--- config.mk ---
export PLATFORM = sky130hd
export DESIGN_NAME = pkt_sche_drain
export DESIGN_NICKNAME = d
export VERILOG_FILES = /design/src/rtl/pkt_sche_drain.sv
export SDC_FILE = /design/constraint.sdc
export NUM_CORES = 1
export LEC_CHECK = 0
export CAP_MARGIN = 20
export CORE_MARGIN = 2
export CORE_UTILIZATION = 48
export DETAILED_ROUTE_END_ITERATION = 8
export DONT_BUFFER_PORTS = 1
export GPL_TIMING_DRIVEN = 0
export PLACE_DENSITY_LB_ADDON = 0.08
export SETUP_SLACK_MARGIN = 0.4
export SYNTH_ARGS = -nofsm -noshare
export SYNTH_HDL_FRONTEND = slang
export SYNTH_SLANG_ARGS = --single-unit
--- constraint.sdc ---
create_clock -name clk -period 8.2 [get_ports clk]
set_input_delay 1.64 -clock clk [delete_from_list [all_inputs] [get_ports clk]]
set_output_delay 1.64 -clock clk [all_outputs]
set_load 0.01 [all_outputs]
--- src/rtl/pkt_sche_drain.sv ---
// pkt_sche_drain: egress drain controller downstream of the packet scheduler.
// Pops show-ahead words from the scheduler, shapes the pop rate with a token
// bucket, buffers words in a small holding FIFO and presents them on a
// valid/ready transmit interface.
// Optional build macro: PKT_DRAIN_STATS_EN enables the stat_sent/stat_stall
// counters; without it both stat outputs are tied to zero.
module pkt_sche_drain #(
    parameter int DWIDTH   = 32,
    parameter int DEPTH    = 4,
    parameter int TOKEN_W  = 8,
    parameter int PERIOD_W = 16
) (
    input  logic                clk,
    input  logic                rst_n,
    input  logic                en,
    input  logic [PERIOD_W-1:0] cfg_period,
    input  logic [TOKEN_W-1:0]  cfg_burst,
    input  logic                sch_ready,
    input  logic                sch_out_valid,
    input  logic [DWIDTH-1:0]   sch_out_data,
    output logic                sch_out_deque_en,
    output logic                tx_valid,
    output logic [DWIDTH-1:0]   tx_data,
    input  logic                tx_ready,
    output logic                busy,
    output logic [31:0]         stat_sent,
    output logic [31:0]         stat_stall
);

    localparam int AW = $clog2(DEPTH);
    localparam int CW = AW + 1;

    typedef enum logic [1:0] {
        ST_WAIT_RDY = 2'd0,
        ST_RUN      = 2'd1,
        ST_DRAIN    = 2'd2,
        ST_HALT     = 2'd3
    } state_t;

    state_t              state_r;
    state_t              state_s;
    logic [CW-1:0]       count_r;
    logic [CW-1:0]       count_s;
    logic [CW-1:0]       count_after_s;
    logic [AW-1:0]       rd_ptr_r;
    logic [AW-1:0]       rd_ptr_s;
    logic [AW-1:0]       wr_ptr_r;
    logic [AW-1:0]       wr_ptr_s;
    logic [DWIDTH-1:0]   mem_r [DEPTH];
    logic [TOKEN_W-1:0]  tokens_r;
    logic [TOKEN_W-1:0]  tokens_s;
    logic [TOKEN_W:0]    tok_sum_s;
    logic [PERIOD_W-1:0] pcnt_r;
    logic [PERIOD_W-1:0] pcnt_s;
    logic                refill_s;
    logic                shaping_s;
    logic                run_room_r;
    logic                run_room_s;
    logic                tx_valid_r;
    logic [DWIDTH-1:0]   tx_data_r;
    logic [DWIDTH-1:0]   head_s;
    logic                busy_r;
    logic                busy_s;
    logic                pop_s;
    logic                retire_s;

    // The pop request combines the registered "running with room" flag with
    // the token check, so a pop can never be granted on an empty bucket and
    // it never looks at sch_out_valid.
    assign shaping_s        = (cfg_period != {PERIOD_W{1'b0}});
    assign sch_out_deque_en = run_room_r && (!shaping_s || (tokens_r != {TOKEN_W{1'b0}}));
    assign pop_s            = sch_out_valid && sch_out_deque_en;
    assign retire_s         = tx_valid_r && tx_ready;

    assign tx_valid = tx_valid_r;
    assign tx_data  = tx_data_r;
    assign busy     = busy_r;

    // Next-state logic of the drain control FSM.
    always_comb begin
        state_s = state_r;
        case (state_r)
            ST_WAIT_RDY: begin
                if (sch_ready && en) begin
                    state_s = ST_RUN;
                end else if (sch_ready) begin
                    state_s = ST_HALT;
                end else begin
                    state_s = ST_WAIT_RDY;
                end
            end
            ST_RUN: begin
                if (!en) begin
                    state_s = ST_DRAIN;
                end else begin
                    state_s = ST_RUN;
                end
            end
            ST_DRAIN: begin
                if (en) begin
                    state_s = ST_RUN;
                end else if (count_r == {CW{1'b0}}) begin
                    state_s = ST_HALT;
                end else begin
                    state_s = ST_DRAIN;
                end
            end
            ST_HALT: begin
                if (en) begin
                    state_s = ST_RUN;
                end else begin
                    state_s = ST_HALT;
                end
            end
            default: begin
                state_s = ST_WAIT_RDY;
            end
        endcase
    end

    // FIFO occupancy, pointers and the head word visible after this edge.
    always_comb begin
        case ({pop_s, retire_s})
            2'b10:   count_s = count_r + CW'(1'b1);
            2'b01:   count_s = count_r - CW'(1'b1);
            default: count_s = count_r;
        endcase
        if (retire_s) begin
            rd_ptr_s      = rd_ptr_r + AW'(1'b1);
            count_after_s = count_r - CW'(1'b1);
        end else begin
            rd_ptr_s      = rd_ptr_r;
            count_after_s = count_r;
        end
        if (pop_s) begin
            wr_ptr_s = wr_ptr_r + AW'(1'b1);
        end else begin
            wr_ptr_s = wr_ptr_r;
        end
        // When the FIFO would otherwise be empty the incoming word becomes
        // the head directly; an empty FIFO keeps the last presented word.
        if (count_after_s == {CW{1'b0}}) begin
            if (pop_s) begin
                head_s = sch_out_data;
            end else begin
                head_s = tx_data_r;
            end
        end else begin
            head_s = mem_r[rd_ptr_s];
        end
    end

    // Token bucket: refill on period wrap, spend one token per pop, clip at burst.
    always_comb begin
        pcnt_s    = pcnt_r;
        refill_s  = 1'b0;
        tok_sum_s = {1'b0, tokens_r};
        tokens_s  = tokens_r;
        if (shaping_s) begin
            if (pcnt_r >= (cfg_period - PERIOD_W'(1'b1))) begin
                pcnt_s   = {PERIOD_W{1'b0}};
                refill_s = 1'b1;
            end else begin
                pcnt_s   = pcnt_r + PERIOD_W'(1'b1);
                refill_s = 1'b0;
            end
            tok_sum_s = {1'b0, tokens_r} - {{TOKEN_W{1'b0}}, pop_s} + {{TOKEN_W{1'b0}}, refill_s};
            if (tok_sum_s > {1'b0, cfg_burst}) begin
                tokens_s = cfg_burst;
            end else begin
                tokens_s = tok_sum_s[TOKEN_W-1:0];
            end
        end else begin
            tokens_s = tokens_r;
        end
    end

    // Values of the registered outputs as seen after this edge.
    always_comb begin
        run_room_s = (state_s == ST_RUN) && (count_s < CW'(DEPTH));
        busy_s     = (state_s == ST_RUN) || (state_s == ST_DRAIN);
    end

    // Control, bucket and output registers; reset discards buffered words.
    always_ff @(posedge clk or negedge rst_n) begin
        if (!rst_n) begin
            state_r    <= ST_WAIT_RDY;
            count_r    <= {CW{1'b0}};
            rd_ptr_r   <= {AW{1'b0}};
            wr_ptr_r   <= {AW{1'b0}};
            tokens_r   <= {TOKEN_W{1'b0}};
            pcnt_r     <= {PERIOD_W{1'b0}};
            run_room_r <= 1'b0;
            tx_valid_r <= 1'b0;
            tx_data_r  <= {DWIDTH{1'b0}};
            busy_r     <= 1'b0;
        end else begin
            state_r    <= state_s;
            count_r    <= count_s;
            rd_ptr_r   <= rd_ptr_s;
            wr_ptr_r   <= wr_ptr_s;
            tokens_r   <= tokens_s;
            pcnt_r     <= pcnt_s;
            run_room_r <= run_room_s;
            tx_valid_r <= (count_s != {CW{1'b0}});
            tx_data_r  <= head_s;
            busy_r     <= busy_s;
        end
    end

    // Holding FIFO storage; contents are don't-care while not counted.
    always_ff @(posedge clk) begin
        if (pop_s) begin
            mem_r[wr_ptr_r] <= sch_out_data;
        end
    end

`ifdef PKT_DRAIN_STATS_EN
    logic [31:0] stat_sent_r;
    logic [31:0] stat_stall_r;

    // Transmitted-word and backpressure-cycle counters, wrapping at 2^32.
    always_ff @(posedge clk or negedge rst_n) begin
        if (!rst_n) begin
            stat_sent_r  <= 32'd0;
            stat_stall_r <= 32'd0;
        end else begin
            if (retire_s) begin
                stat_sent_r <= stat_sent_r + 32'd1;
            end
            if (tx_valid_r && !tx_ready) begin
                stat_stall_r <= stat_stall_r + 32'd1;
            end
        end
    end

    assign stat_sent  = stat_sent_r;
    assign stat_stall = stat_stall_r;
`else
    assign stat_sent  = 32'd0;
    assign stat_stall = 32'd0;
`endif

endmodule

==> impl_metrics.csv <==
group,metric,value,unit
die,start_util,0.493,
pwr,p_per_area,360,mW/mm2
drt,drt_wl_total,20.1,mm
sta,finalCriticalPeriod,7.15,ns
sta,relSlewSlack,0.421,
clocking,clkTransAtPathRegs,0.08,ns
clocking,clk_latency,0.43,ns
layout,n_fill_cell,1638,
sta,fmax,140,MHz
drt,drc,0,
synthesis,ys_warn_count,0,
grt,grt_pass1_wl,32.1,mm
worst_setup_path,path_class,"input pin to flip-flop",
synthesis,synth_ff_type,"edfxtp_1",
placement,place_congestion,0.799,
worst_setup_path,critPathCaptureType,"flip-flop",
clocking,root_buffer,"clkbuf_16",
worst_setup_path,cp_max_fo,10,
run,maxCapViolCount,0,
grt,grtUsageTotal,0.192,
placement,hpwl,14.0,mm
clocking,h-tree-depth,4,
die,core,0.0197,mm2
worst_setup_path,cp.arrival,7.44,ns
grt,grt_max_degree,69,
clocking,clockBufferDepth,2,
pwr,leakage,4.65,nW
sta,maxSlewViolCount,0,
sta,final.setup.tns,0,ns
sta,rsz0062_at_grt,"false",
sta,finalSetupViolations,0,
sta,hold_viol,0,
layout,regArea,0.00555,mm2
drt,vias,5819,
placement,port_buffers,0,
synthesis,syn_area,0.00969,mm2
die,die_y,146,um
layout,drive_gt1_frac,0.186,
synthesis,seq_area_frac_synth,0.572,
sta,finClkSkew,0.0115,ns
pwr,fin_total_pwr,3.94,mW
synthesis,synth_edf_count,128,
drt,wl_per_cell,18.4,um
die,io_pins,161,
sta,tightest_slew,0.863,ns
clocking,cts.sinks,196,
die,rows,51,
layout,finalNetCount,926,
synthesis,async_reset_ff_frac,0.347,
die,dieArea,0.0213,mm2
worst_setup_path,worstPathRequired,8.49,ns
worst_setup_path,setup.worst_path.start_class,"input pin",
layout,multi_input_area,0.00365,mm2
drt,drtIter0Drc,295,
drt,vias_per_cell,5.33,
clocking,cts_tree,"done",
synthesis,synthCells,728,
grt,grt-ovfl-total,0,
drt,firstDrtPassIters,6,
synthesis,syn_area_per_cell,13.3,um2
synthesis,synth.ff_latch_count,196,
pwr,peakVddDrop,176,uV
sta,timing.final.crit_share,0.872,
drt,ant_nets,0,
die,dieWidth,146,um
grt,grt_antenna_before_repair,0,
synthesis,synth.distinct_cells,52,
clocking,cts_made_buffers,17,
layout,syn_to_final_growth,12.9,%
layout,num_antenna_cells,0,
run_status,status,"complete, no violations",
grt,grt_pass1_vias,6059,
sta,hold_slack,0.561,ns
min_path,holdCritPathClass,"flip-flop to flip-flop",
==> cells by family (layout without fill, tap and decap cells) <==
family,count (synthesis),in the layout,share of synthesized area
other,1,64,0.000387
flip-flops,196,196,0.572
AO/OA/AOI/OAI,114,114,0.0732
buffers and inverters,124,160,0.0767
XOR/XNOR,24,24,0.0217
adder cells (fa/ha/maj),50,50,0.0653
AND/OR/NAND/NOR,150,150,0.0777
multiplexers,69,69,0.113
==> worst max-delay path: stages <==
cell	delay (ns)
nor4_2	0.39
nand2_1	0.19
nor4_1	0.28
xnor2_1	0.14
ha_1	0.31
nand2_1	0.07
o21ai_0	0.25
a211o_1	0.15
a21oi_1	0.05
o21ai_1	0.30
inv_1	0.18
ha_1	0.31
inv_1	0.04
ha_1	0.20
fa_1	0.40
a21oi_1	0.16
o21bai_1	0.12
a21oi_1	0.17
o21bai_1	0.08
xor2_1	0.19
ha_1	0.29
a2111oi_0	0.40
o21ai_0	0.16
o221ai_1	0.19
nand4_1	0.27
buf_2	0.29
nand3_1	0.10
o221ai_1	0.12
==> Yosys cell counts, types with 2 or more instances <==
cell	count	area, um2
nand2b_1	3	18.8
or4_1	2	15.0
nand2_1	59	221
a22o_1	11	96.3
mux2i_1	36	360
nor4_1	6	37.5
nand4_1	5	31.3
a21o_1	7	52.6
nor3_1	8	40.0
o21ai_0	27	135
buf_6	3	33.8
xnor2_1	13	114
clkbuf_1	13	48.8
ha_1	49	613
xor2_1	11	96.3
o21bai_1	4	30.0
nand3_1	17	85.1
and2_1	2	12.5
o221ai_1	7	61.3
nor4_4	2	42.5
and3_1	11	68.8
or3_1	2	12.5
buf_2	3	15.0
dfrtp_1	68	1700
nor2_1	22	82.6
o21ai_1	29	145
inv_1	37	139
mux4_2	32	721
edfxtp_1	128	3840
nor2b_1	6	37.5
buf_4	67	503
a21oi_1	18	90.1
==> through the flow <==
step | setup slack, ns | util | std cells | instance area [um2]
floorplan | 1.43 | - | 791 | 9930
global placement | 0.468 | 0.522 | 1056 | 10300
detailed placement | 0.321 | 0.526 | 1060 | 10300
CTS | 0.716 | 0.556 | 1092 | 10900
global route | 0.543 | 0.557 | 1092 | 10900
finish | 1.05 | 0.557 | 1092 | 10900
==> report_power, final <==
group	internal, mW	total, mW	switching, mW	leakage (nW)
clock network	0.421	0.811	0.390	0.287
registers	1.28	1.44	0.165	2.00
logic	0.732	1.68	0.951	2.35
total	2.43	3.94	1.51	4.65
==> cell usage in the layout, fill, tap and decap left out, drive strengths merged, types with 2 or more instances in the layout <==
cell,instances
and2,2
and3,11
conb,64
mux4,32
edfxtp,128
nor3,8
nand2b,3
xor2,11
xnor2,13
buf,77
dfrtp,68
o21a,2
nand4,5
nand3,17
nand2,60
or4,2
o21ai,56
mux2i,36
nor4,9
a21oi,18
clkbuf,32
o221ai,7
a21o,7
inv,45
or3,2
a22o,11
clkinv,5
nor2b,6
o21bai,4
ha,49
nor2,22
==> worst paths after layout <==
kind,startpoint,endpoint,slack [ns],cells past startpoint
min in group asynchronous,rst_n,tx_data[13]$_DFFE_PN0P_,0.90,0
worst min register to register,tokens_r[0]$_DFFE_PN0P_,tokens_r[0]$_DFFE_PN0P_,0.56,2
worst min-delay path,tokens_r[0]$_DFFE_PN0P_,tokens_r[0]$_DFFE_PN0P_,0.56,2
max in group asynchronous,rst_n,pcnt_r[0]$_DFFE_PN0P_,7.18,0
worst max-delay path,cfg_period[2],tokens_r[4]$_DFFE_PN0P_,1.05,28
worst max register to register,pcnt_r[9]$_DFFE_PN0P_,tokens_r[4]$_DFFE_PN0P_,2.77,24
==> area by class of cell <==
class | count | area share
Clock buffer | 19 | 0.0414
Tap cell | 265 | 0.0303
Multi-Input combinational cell | 471 | 0.334
Clock inverter | 13 | 0.0125
Timing Repair Buffer | 4 | 0.00732
Buffer | 86 | 0.0549
Sequential cell | 196 | 0.507
Inverter | 38 | 0.0130
==> routing by layer <==
metal	up-vias	share of wire	GRT usage
met1	2896	0.42	0.233
met5	-	0	0
li1	2724	-	-
met4	0	0.013	0.0573
met2	177	0.51	0.336
met3	22	0.064	0.0525
==> registers in the layout, summed over array words and instances, names as in the netlist, 2 cells and up <==
name / cells
count_r: 3
mem_r: 128
pcnt_r: 16
rd_ptr_r: 2
state_r: 2
tokens_r: 8
tx_data: 32
wr_ptr_r: 2
==> timing repair <==
action / 4_1_cts / 5_1_grt
buffers inserted: 0 / 0
endpoints found under the setup margin: 0 / 8
gates resized for setup: 0 / 2
hold buffers: 0 / 0
Note: power is estimated with default switching activity, not from simulation.
